## src/rtl/alu_pkg.sv

```systemverilog
// alu_pkg: shared types for the ALU arbiter slice.
//   alu_op_t    - 3-bit ALU opcode, with named opcode constants
//   alu_flags_t - 4-bit ALU flag vector {negative, zero, carry, overflow}
//   state_t     - arbiter FSM states IDLE / EXEC / RESP
//   FLAGS_W     - flag vector width
package alu_pkg;

  localparam int FLAGS_W = 4;

  typedef logic [2:0]         alu_op_t;
  typedef logic [FLAGS_W-1:0] alu_flags_t;

  typedef enum logic [1:0] {
    IDLE = 2'd0,
    EXEC = 2'd1,
    RESP = 2'd2
  } state_t;

  localparam alu_op_t OP_ADD  = 3'd0;
  localparam alu_op_t OP_SUB  = 3'd1;
  localparam alu_op_t OP_AND  = 3'd2;
  localparam alu_op_t OP_OR   = 3'd3;
  localparam alu_op_t OP_XOR  = 3'd4;
  localparam alu_op_t OP_SLT  = 3'd5;
  localparam alu_op_t OP_SLTU = 3'd6;
  localparam alu_op_t OP_NOR  = 3'd7;

endpackage

```

## src/rtl/alu_arbiter_alu.sv

```systemverilog
// ALU: purely combinational N-bit ALU used by alu_arbiter.
// Ports:
//   a_i, b_i  - N-bit operands
//   op_i      - opcode (ADD, SUB, AND, OR, XOR, SLT signed, SLTU, NOR)
//   result_o  - N-bit result
//   ALUFlags  - {negative, zero, carry, overflow}; carry/overflow are only
//               produced by ADD/SUB, 0 for every other opcode. On SUB the
//               carry is the "no borrow" flag (a >= b unsigned).
module ALU
  import alu_pkg::*;
#(
  parameter int N = 4
) (
  input  logic [N-1:0]       a_i,
  input  logic [N-1:0]       b_i,
  input  logic [2:0]         op_i,
  output logic [N-1:0]       result_o,
  output logic [FLAGS_W-1:0] ALUFlags
);

  logic              is_sub;
  logic [N-1:0]      b_eff;
  logic [N:0]        sum_ext;
  logic signed [N-1:0] a_s;
  logic signed [N-1:0] b_s;
  logic              carry;
  logic              overflow;

  assign is_sub  = (op_i == OP_SUB);
  assign b_eff   = is_sub ? ~b_i : b_i;
  // Subtraction as a + ~b + 1 so one adder serves both ops.
  assign sum_ext = {1'b0, a_i} + {1'b0, b_eff} + {{N{1'b0}}, is_sub};
  assign a_s     = a_i;
  assign b_s     = b_i;

  always_comb begin
    result_o = '0;
    carry    = 1'b0;
    overflow = 1'b0;
    case (op_i)
      OP_ADD, OP_SUB: begin
        result_o = sum_ext[N-1:0];
        carry    = sum_ext[N];
        overflow = (a_i[N-1] == b_eff[N-1]) && (sum_ext[N-1] != a_i[N-1]);
      end
      OP_AND:  result_o = a_i & b_i;
      OP_OR:   result_o = a_i | b_i;
      OP_XOR:  result_o = a_i ^ b_i;
      OP_SLT:  result_o = {{(N-1){1'b0}}, (a_s < b_s)};
      OP_SLTU: result_o = {{(N-1){1'b0}}, (a_i < b_i)};
      OP_NOR:  result_o = ~(a_i | b_i);
      default: result_o = '0;
    endcase
  end

  assign ALUFlags = {result_o[N-1], (result_o == '0), carry, overflow};

endmodule

```

## src/rtl/alu_arbiter.sv

```systemverilog
// alu_arbiter: two requesters share one ALU through an IDLE/EXEC/RESP FSM.
// Ports:
//   clk_i, rst_n_i        - clock, synchronous active-low reset
//   req_valid_i[1:0]      - per-requester request
//   req_ready_o[1:0]      - per-requester accept (one-hot or zero, IDLE only)
//   a0_i/b0_i/op0_i       - requester 0 operands and opcode
//   a1_i/b1_i/op1_i       - requester 1 operands and opcode
//   rsp_valid_o           - response held in RESP until rsp_ready_i
//   rsp_ready_i           - consumer accept (ignored outside RESP)
//   rsp_id_o              - requester owning the response
//   rsp_result_o          - registered ALU result
//   rsp_flags_o           - registered ALU flags
// Build option: ALU_ARB_FIXED_PRIO_EN selects fixed priority (requester 0
// wins ties) and removes the round-robin pointer; default is round-robin.
module alu_arbiter
  import alu_pkg::*;
#(
  parameter int N = 4
) (
  input  logic               clk_i,
  input  logic               rst_n_i,
  input  logic [1:0]         req_valid_i,
  output logic [1:0]         req_ready_o,
  input  logic [N-1:0]       a0_i,
  input  logic [N-1:0]       b0_i,
  input  logic [2:0]         op0_i,
  input  logic [N-1:0]       a1_i,
  input  logic [N-1:0]       b1_i,
  input  logic [2:0]         op1_i,
  output logic               rsp_valid_o,
  input  logic               rsp_ready_i,
  output logic               rsp_id_o,
  output logic [N-1:0]       rsp_result_o,
  output logic [FLAGS_W-1:0] rsp_flags_o
);

  state_t     state;
  state_t     state_next;
  logic       grant_id;
  logic       accept;

  logic [N-1:0] a_p0;
  logic [N-1:0] b_p0;
  alu_op_t      op_p0;
  logic         id_p0;

  logic [N-1:0] alu_result;
  alu_flags_t   alu_flags;

`ifdef ALU_ARB_FIXED_PRIO_EN
  always_comb begin
    grant_id = ~req_valid_i[0];
  end
`else
  logic last_grant;

  // On a tie, alternate away from the previous winner; a lone request
  // is granted directly without consulting the pointer.
  always_comb begin
    grant_id = 1'b0;
    if (&req_valid_i) grant_id = ~last_grant;
    else              grant_id = req_valid_i[1];
  end

  always_ff @(posedge clk_i) begin
    if (!rst_n_i)    last_grant <= 1'b1;
    else if (accept) last_grant <= grant_id;
  end
`endif

  always_comb begin
    state_next  = state;
    accept      = 1'b0;
    req_ready_o = 2'b00;
    rsp_valid_o = 1'b0;
    case (state)
      IDLE: begin
        // Ready is suppressed while reset is held so nothing can transfer.
        if (rst_n_i && (|req_valid_i)) begin
          accept      = 1'b1;
          req_ready_o = grant_id ? 2'b10 : 2'b01;
          state_next  = EXEC;
        end
      end
      EXEC: state_next = RESP;
      RESP: begin
        rsp_valid_o = 1'b1;
        if (rsp_ready_i) state_next = IDLE;
      end
      default: state_next = IDLE;
    endcase
  end

  always_ff @(posedge clk_i) begin
    if (!rst_n_i) state <= IDLE;
    else          state <= state_next;
  end

  // Stage p0: capture the granted requester's operands at acceptance.
  always_ff @(posedge clk_i) begin
    if (accept) begin
      a_p0  <= grant_id ? a1_i  : a0_i;
      b_p0  <= grant_id ? b1_i  : b0_i;
      op_p0 <= grant_id ? op1_i : op0_i;
      id_p0 <= grant_id;
    end
  end

  ALU #(.N(N)) u_alu (
    .a_i      (a_p0),
    .b_i      (b_p0),
    .op_i     (op_p0),
    .result_o (alu_result),
    .ALUFlags (alu_flags)
  );

  // Stage p1: register the ALU output; held untouched through RESP.
  always_ff @(posedge clk_i) begin
    if (!rst_n_i) begin
      rsp_id_o     <= 1'b0;
      rsp_result_o <= '0;
      rsp_flags_o  <= '0;
    end else if (state == EXEC) begin
      rsp_id_o     <= id_p0;
      rsp_result_o <= alu_result;
      rsp_flags_o  <= alu_flags;
    end
  end

endmodule

```

## config.mk

```make
export PLATFORM = sky130hd
export DESIGN_NAME = alu_arbiter
export DESIGN_NICKNAME = d
export VERILOG_FILES = /design/src/rtl/alu_pkg.sv /design/src/rtl/alu_arbiter_alu.sv /design/src/rtl/alu_arbiter.sv
export SDC_FILE = /design/constraint.sdc
export NUM_CORES = 1
export LEC_CHECK = 0
export CORE_ASPECT_RATIO = 0.75
export CORE_UTILIZATION = 49
export CTS_CLUSTER_DIAMETER = 200
export DETAILED_ROUTE_END_ITERATION = 7
export PLACE_DENSITY = 0.76
export SYNTH_ARGS = -nofsm -noshare
export SYNTH_HDL_FRONTEND = slang
export SYNTH_SLANG_ARGS = --single-unit
```

## constraint.sdc

```tcl
create_clock -name clk_i -period 2.74 [get_ports clk_i]
set_clock_uncertainty 0.2 [all_clocks]
set_input_delay 0.411 -clock clk_i [delete_from_list [all_inputs] [get_ports clk_i]]
set_output_delay 0.411 -clock clk_i [all_outputs]
set_load 0.03 [all_outputs]
```

; ---- Word level (Yosys, flattened, before mapping)
; Index checks and enable logic that the tools add are counted.
[word_totals]
ff_bits = 24
out_inout_bits = 12
wordCells = 58
inputBits = 27
[op_classes]
n_reduce_logical = 9
n_addsub = 2
n_eq_ne = 13
bitwise = 6
n_lt_le_gt_ge = 2
n_mux = 17
[op_table]
columns = op, count
row1 = $pmux 4 s7, 1
row2 = $eq 3x3->1 const B, 4
row3 = $mux 4, 3
row4 = $mux 2, 5
row5 = $lt 4x4->1, 2
row6 = $not 4->4, 2
row7 = $eq 3x2->1 const B, 2
row8 = $mux 1, 6
row9 = $pmux 2 s3, 1
row10 = $add 4x4->5, 1
row11 = $add 5x1->5, 1
row12 = $and 4x4->4, 1
row13 = $logic_not 4->1, 1
row14 = $ne 2x2->1 const B, 2
row15 = $or 4x4->4, 1
row16 = $reduce_and 2->1, 2
row17 = $reduce_or 2->1, 2
row18 = $xor 4x4->4, 1
row19 = $eq 3x1->1 const B, 1
row20 = $logic_not 3->1, 1
row21 = $mux 3, 1
row22 = $eq 2x1->1 const B, 1
row23 = $eq 2x2->1 const B, 1
row24 = $logic_and 1x1->1, 2
row25 = 4 further kinds, 4

; ---- Longest topological paths before layout
; Gate-level depths: netlist (run 1).
[logic_depth]
depth_word = 7
ltp_mapped = 11
depth_no_buf = 10

; ---- By module
; A second synthesis (run 1) with hierarchy kept.
[unflattened]
hier_cells = 169
hier_area_um2 = 1706.6
[by_module_without_submodules]
columns = mod, area_each_um2, cells_per_inst, seq_area_each_um2, n_inst
row1 = alu_arbiter, 1027.2, 84, 600.6, 1
row2 = ALU, 679.4, 85, 0.0, 1

; ---- Worst setup path before layout (run 1)
; No wires, ideal clock.
[synth_timing]
path_type = register to register
from = register op_p0[2]
to = register rsp_flags_o[1]
period_less_slack_ns = 2.540
setup_time_ns = 0.070
path_slack_ns = 0.200
path_buffers = 2
t_required_ns = 2.470
arrival_ns = 2.271
path_stages_with_launch = 12
path_cell_list = edfxtp_1 -> buf_6 -> buf_4 -> nor2_1 -> xnor2_1 -> inv_1 -> fa_1 -> inv_1 -> a21o_1 -> a21oi_1 -> or4_1 -> a21oi_1
[synth_via]
elab_chain_cells = 5
elab_cells_between_ends = 7
classes_between = add/sub: 2 / eq/ne: 1 / mux: 2 / reduce/logical: 2
[synth_rtl]
columns = element, line
row1 = from (decl), alu_arbiter.sv:44  ; alu_op_t op_p0;
row2 = from (signal assigned), alu_arbiter.sv:104  ; op_p0 <= grant_id ? op1_i : op0_i;
row3 = $eq 3x1->1, "alu_arbiter_alu.sv:29, alu_arbiter_alu.sv:40"
row4 = $mux 4, alu_arbiter_alu.sv:30  ; assign b_eff = is_sub ? ~b_i : b_i;
row5 = $add 4x4->5, alu_arbiter_alu.sv:32  ; assign sum_ext = {1'b0, a_i} + {1'b0, b_eff} + {{N{1'b0}}, is_sub};
row6 = $add 5x1->5, alu_arbiter_alu.sv:32
row7 = $mux 1 *, alu_arbiter_alu.sv:40  ; case (op_i)
row8 = to (signal assigned), alu_arbiter.sv:126  ; rsp_flags_o <= alu_flags;
row9 = to (decl), alu_arbiter.sv:34  ; output logic [FLAGS_W-1:0] rsp_flags_o
; Every way passes the cells marked *; elsewhere a longest branch is shown, timed or not.
; A chain may end at the register's enable or synchronous reset.

; ---- Worst setup path in the final report (run 1)
[layout_timing]
from = input port rst_n_i
to = output port req_ready_o[1]
[layout_via]
elab_chain_cells = 3
[layout_rtl]
columns = element, line
row1 = from (decl), alu_arbiter.sv:21  ; input logic rst_n_i,
row2 = $logic_and 1x1->1, alu_arbiter.sv:79  ; if (rst_n_i && (|req_valid_i)) begin
row3 = $mux 2, alu_arbiter.sv:79
row4 = $mux 2, alu_arbiter.sv:76  ; case (state)
row5 = to (decl), alu_arbiter.sv:23  ; output logic [1:0] req_ready_o,
; No other way between the ends.

==> flow_summary_export.csv, run 1 <==
group,metric,value,unit
outcome,outcome,"completed",
hold_path,hold_class,"flop to flop",
floorplanning,core_area,3000,um2
sta,setup_slack,0.135,ns
sta,fmax,384,MHz
floorplanning,die_h,51.1,um
placed_design,place_congestion,0.859,
clocking,hold_buffers,0,
worst_setup_path,path_max_fanout,7,
placed_design,placed_area,1990,um2
global_routing,antenna_found_initial,0,
hold_path,hold_depth,2,
sta,slew_violations,0,
sta,max_slew_margin,68.1,%
logic_synthesis,synth-compound-area-share,15.8,%
clocking,cts_tree,"done",
clocking,clock-sinks,23,
cells_and_area,drive_above_1_share,13.8,%
cells_and_area,multiInputGateArea,882,um2
placed_design,place_ws,0.133,ns
cells_and_area,area_growth,29.6,%
power_and_ir_drop,p_per_area,452,nW/um2
logic_synthesis,yosysTopAreaCellShare,22.9,%
logic_synthesis,synthMuxAreaShare,8.51,%
logic_synthesis,yosys_warnings,0,
global_routing,overflow,0,
clocking,cts_resized,0,
sta,finalSetupTns,0,ns
power_and_ir_drop,ir_drop,279,uV
worst_setup_path,crit_path_end_kind,"output port",
logic_synthesis,async_reset_ff_share,0,%
sta,min_period_over_period,95.1,%
worst_setup_path,reg2regPathDepth,10,
logic_synthesis,synthTopCellsByCount,"ha_1 (15), inv_1 (15), edfxtp_1 (12), dfxtp_1 (11), mux2_2 (11)",
clocking,cts-htree-levels,1,
sta,min_period,2.61,ns
sta,worstMarginPinSlew,0.478,ns
worst_setup_path,critPathKind,"input port to output port",
sta,rsz0062_at_grt,"no",
logic_synthesis,synthFlopType,"edfxtp_1",
clocking,worstSkewPairLatency,0.27,ns
clocking,post_cts_buffers,0,
detailed_routing,drt-pass1-iter-count,4,
flow_run,maxCapViolations,0,
hold_path,hold_start,"rsp_id_o$_SDFFE_PN0N_",
floorplanning,num_io_pins,39,
global_routing,grt_max_degree,17,
floorplanning,die_w,67.4,um
clocking,path_clk_slew,0.09,ns
logic_synthesis,syn_inst,154,
detailed_routing,vias_per_cell,5.28,
worst_setup_path,r2r-end,"rsp_flags_o[2]$_SDFFE_PN0N_",
worst_setup_path,crit_arrival,1.99,ns
hold_path,min_to,"rsp_id_o$_SDFFE_PN0N_",
sta,setup_viol,0,
logic_synthesis,ys_ff_latch,23,
worst_setup_path,rrSetupSlack,0.25,ns
cells_and_area,final_area,2040,um2
global_routing,first_global_vias,1182,
detailed_routing,antenna_left,0,
logic_synthesis,yosys.area_share.simple,14.1,%
cells_and_area,antenna_cells,0,
detailed_routing,dr_total_vias,1231,
cells_and_area,nFillCells,244,
global_routing,groute.usage.overall,21.5,%
detailed_routing,routed_wl,3230,um
logic_synthesis,synth-seq-area-share,36.9,%
placed_design,io_buffers,38,
clocking,cts.root.buffer_cell,"clkbuf_8",
placed_design,place_hpwl,2550,um
floorplanning,start_util,52.5,%
logic_synthesis,synth_top_family_by_area,"compound AO/OA/AOI/OAI gates",
global_routing,grt_pass1_wl,5370,um
worst_setup_path,critPathLaunchType,"input port",
cells_and_area,ff_latch_area,581,um2
clocking,cts_made_buffers,3,
logic_synthesis,synth_edf_count,12,
logic_synthesis,yosysTopAreaCell,"edfxtp_1",
floorplanning,die_area,3450,um2
logic_synthesis,avgSynthCellArea,10.2,um2
power_and_ir_drop,leakagePower,0.855,nW
worst_setup_path,r2r-start,"op_p0[1]$_DFFE_PP_",
logic_synthesis,synthesis.nets,197,
detailed_routing,drt_iter0_drc,82,
detailed_routing,drc,0,
floorplanning,rows,17,
worst_setup_path,cp.required,2.13,ns
cells_and_area,nets,239,
logic_synthesis,synth_area,1570,um2
logic_synthesis,ys_top_cells_by_area,"edfxtp_1 (23%), dfxtp_1 (14%), ha_1 (12%)",
logic_synthesis,ys_types,50,
logic_synthesis,synth_xor_area_share,4.45,%
detailed_routing,routedWlPerCell,13.9,um
sta,hold_viol,0,
clocking,clk_path_buf_depth,2,
logic_synthesis,synth-adder-area-share,13.2,%
power breakdown:
group	internal (mW)	switching (mW)	leakage, nW
Sequential	0.392	0.0200	0.203
Clock	0.104	0.112	0.0228
Combinational	0.148	0.145	0.629
Total	0.645	0.277	0.855
metrics by stage:
stage | power [mW] | hold slack (ns) | cells | util (%)
finish | 0.922 | 0.268 | 233 | 68.0
global route | 0.976 | 0.298 | 233 | 68.0
global placement | 0.701 | 0.243 | 229 | 66.5
detailed placement | 0.712 | 0.256 | 229 | 66.5
CTS | 0.926 | 0.271 | 233 | 68.0
floorplan | 0.612 | 0.236 | 154 | -
layer usage:
metal / wire length [um] / GRT usage, % / vias to the layer above
li1: - / - / 623
met3: 94 / 5.36 / 4
met4: 18 / 4.26 / 0
met2: 1570 / 35.3 / 24
met1: 1540 / 28.5 / 580
met5: 0 / 0 / -
worst max-delay path: stages:
cell and delay (ns):
clkdlybuf4s50_1 0.57, inv_2 0.11, or4_4 0.52, clkinv_1 0.07
and2_1 0.14, buf_4 0.16
cells by family (layout without fill, tap and decap cells):
kind of cell	Yosys count	after routing
AOI/OAI and AO/OA	33	33
xor gates and xnor gates	8	8
adders and majority gates	16	16
buffers and inverters	24	65
DFF	23	23
muxes	12	12
and+or+nand+nor	38	38
final cells by class:
class | count | area share [%]
inverters | 17 | 3.13
well taps | 38 | 2.33
clock buffers | 4 | 2.21
flip-flops and latches | 23 | 28.5
repair buffers | 44 | 20.6
multi-input cells | 107 | 43.3
cells in the final DEF, fill, tap and decap left out, drive strengths merged, types with 3 or more instances in the layout:
master	n
a21oi	6
buf	8
clkbuf	4
clkdlybuf4s50	36
dfxtp	11
edfxtp	12
ha	15
inv	16
mux2	11
nand2	9
nand2b	6
nor2	9
o211a	3
o21ai	5
xnor2	6
registers in the layout, summed over array words and instances (netlist names):
name	cells
a_p0	4
b_p0	4
rsp_result_o	4
op_p0	3
rsp_flags_o	3
state	2
id_p0	1
last_grant	1
rsp_id_o	1
how the worst max path moves through the flow:
stage,endpoint,cells after the start,startpoint
6_report,req_ready_o[1],6,rst_n_i
5_1_grt,req_ready_o[1],6,rst_n_i
4_1_cts,req_ready_o[1],6,rst_n_i
3_5_place_dp,req_ready_o[1],6,rst_n_i
3_3_place_gp,req_ready_o[1],6,rst_n_i
2_1_floorplan,rsp_flags_o[1]$_SDFFE_PN0N_,11,op_p0[2]$_DFFE_PP_
Note: power is estimated with default switching activity, not from simulation.
==> inputs of run 2 (changes only) <==
- CORE_UTILIZATION: 49 -> 55
- DONT_BUFFER_PORTS: unset -> 1
- PLACE_DENSITY: 0.76 -> 0.66
==> flow_summary_export.csv, run 2 (synthesis results as in run 1) <==
group,metric,value,unit
outcome,outcome,"completed",
clocking,clk_path_buf_depth,2,
hold_path,hold_class,"input port to flop",
worst_setup_path,critPathKind,"flop to flop",
cells_and_area,drive_above_1_share,16.7,%
sta,min_period,2.51,ns
worst_setup_path,crit_arrival,2.51,ns
cells_and_area,largestRegisters,"a_p0 (4), b_p0 (4), rsp_result_o (4)",
clocking,path_clk_slew,0.08,ns
sta,finalSetupTns,0,ns
clocking,cts_made_buffers,3,
clocking,cts_tree,"done",
clocking,clock-sinks,23,
placed_design,placed_area,1610,um2
global_routing,overflow,0,
global_routing,antenna_found_initial,0,
worst_setup_path,cp.required,2.74,ns
sta,max_slew_margin,58.6,%
worst_setup_path,crit_path_end_kind,"flop",
placed_design,placedCellCount,188,
worst_setup_path,critPathLaunchType,"flop",
cells_and_area,area_growth,5.48,%
clocking,cts.root.buffer_cell,"clkbuf_8",
flow_run,maxCapViolations,0,
cells_and_area,antenna_cells,0,
power_and_ir_drop,leakagePower,0.701,nW
floorplanning,num_io_pins,39,
floorplanning,die_area,3080,um2
placed_design,place_hpwl,2120,um
cells_and_area,nFillCells,242,
floorplanning,die_h,48.3,um
clocking,hold_buffers,0,
placed_design,place_congestion,0.914,
detailed_routing,drt_iter0_drc,63,
placed_design,io_buffers,0,
detailed_routing,routedWlPerCell,14.3,um
sta,slew_violations,0,
sta,setup_viol,0,
placed_design,place_ws,0.200,ns
worst_setup_path,path_max_fanout,3,
detailed_routing,drc,0,
detailed_routing,drt-pass1-iter-count,4,
floorplanning,rows,16,
detailed_routing,routed_wl,2740,um
sta,min_period_over_period,91.4,%
global_routing,grt_max_degree,17,
cells_and_area,final_cells,192,
cells_and_area,nets,200,
global_routing,first_global_vias,1075,
sta,worstMarginPinSlew,0.619,ns
global_routing,grt_pass1_wl,4600,um
floorplanning,start_util,59.1,%
clocking,worstSkewPairLatency,0.27,ns
clocking,post_cts_buffers,0,
cells_and_area,final_cell_mix,"inv_1 (15), ha_1 (15), edfxtp_1 (12), mux2_2 (11), dfxtp_1 (11)",
clocking,cts-htree-levels,1,
detailed_routing,antenna_left,0,
power_and_ir_drop,p_per_area,518,nW/um2
power_and_ir_drop,ir_drop,389,uV
detailed_routing,dr_total_vias,1092,
sta,setup_slack,0.234,ns
global_routing,groute.usage.overall,19.4,%
sta,fmax,399,MHz
sta,rsz0062_at_grt,"no",
clocking,cts_resized,0,
sta,hold_viol,0,
floorplanning,die_w,63.8,um
cells_and_area,final_area,1660,um2
detailed_routing,vias_per_cell,5.69,
floorplanning,core_area,2660,um2
run 2: cell count changes in the layout (fill, tap and decap cells not counted), sizes merged:
cell and change:
clkinvlp +1, buf -3, clkdlybuf4s50 -36, clkbuf -1
run 2: cell type report:
cell class	instances	area (um2)	share of cell area (%)
Timing Repair Buffer	5	37.5	2.26
Sequential cell	23	581	35.0
Multi-Input combinational cell	107	885	53.3
Inverter	17	63.8	3.84
Tap cell	36	45.0	2.71
Clock buffer	3	41.3	2.49
Clock inverter	1	7.51	0.452
run 2: final timing paths:
kind / start / slack (ns) / depth (start not counted) / to
worst max-delay path: op_p0[1]$_DFFE_PP_ / 0.23 / 10 / rsp_flags_o[1]$_SDFFE_PN0N_
worst min register to register: last_grant$_SDFFE_PN1P_ / 0.28 / 1 / last_grant$_SDFFE_PN1P_
worst max register to register: op_p0[1]$_DFFE_PP_ / 0.23 / 10 / rsp_flags_o[1]$_SDFFE_PN0N_
worst min-delay path: rst_n_i / 0.06 / 1 / rsp_result_o[2]$_SDFFE_PN0N_
run 2: per-stage QoR:
stage                     hold slack, ns  total power, mW  utilization, %
after floorplan                    0.236            0.612               -
after detailed placement           0.251            0.650            60.4
final                             0.0633            0.860            62.4
after CTS                         0.0640            0.867            62.3
after global routing              0.0651            0.906            62.4
after global placement             0.245            0.645            60.4
run 2: power by group:
part | leakage (nW) | switching, mW | internal (mW)
Combinational | 0.477 | 0.116 | 0.0970
Clock | 0.0217 | 0.113 | 0.103
Sequential | 0.203 | 0.0387 | 0.392
Total | 0.701 | 0.267 | 0.592
run 2: layer usage:
layer	routed length (um)	GRT usage, %
met1	1260	25.1
met2	1250	32.1
met3	204	5.66
met4	28	4.55
met5	0	0
run 2: worst max-delay path: stages, from the launching register on:
cell and delay (ns):
edfxtp_1 0.39, nand2b_1 0.18, nor2_2 0.18, xnor2_1 0.17, inv_1 0.09, fa_1 0.43, inv_1 0.09, a21o_1 0.11
a21oi_1 0.06, or4_1 0.40, a21oi_1 0.14
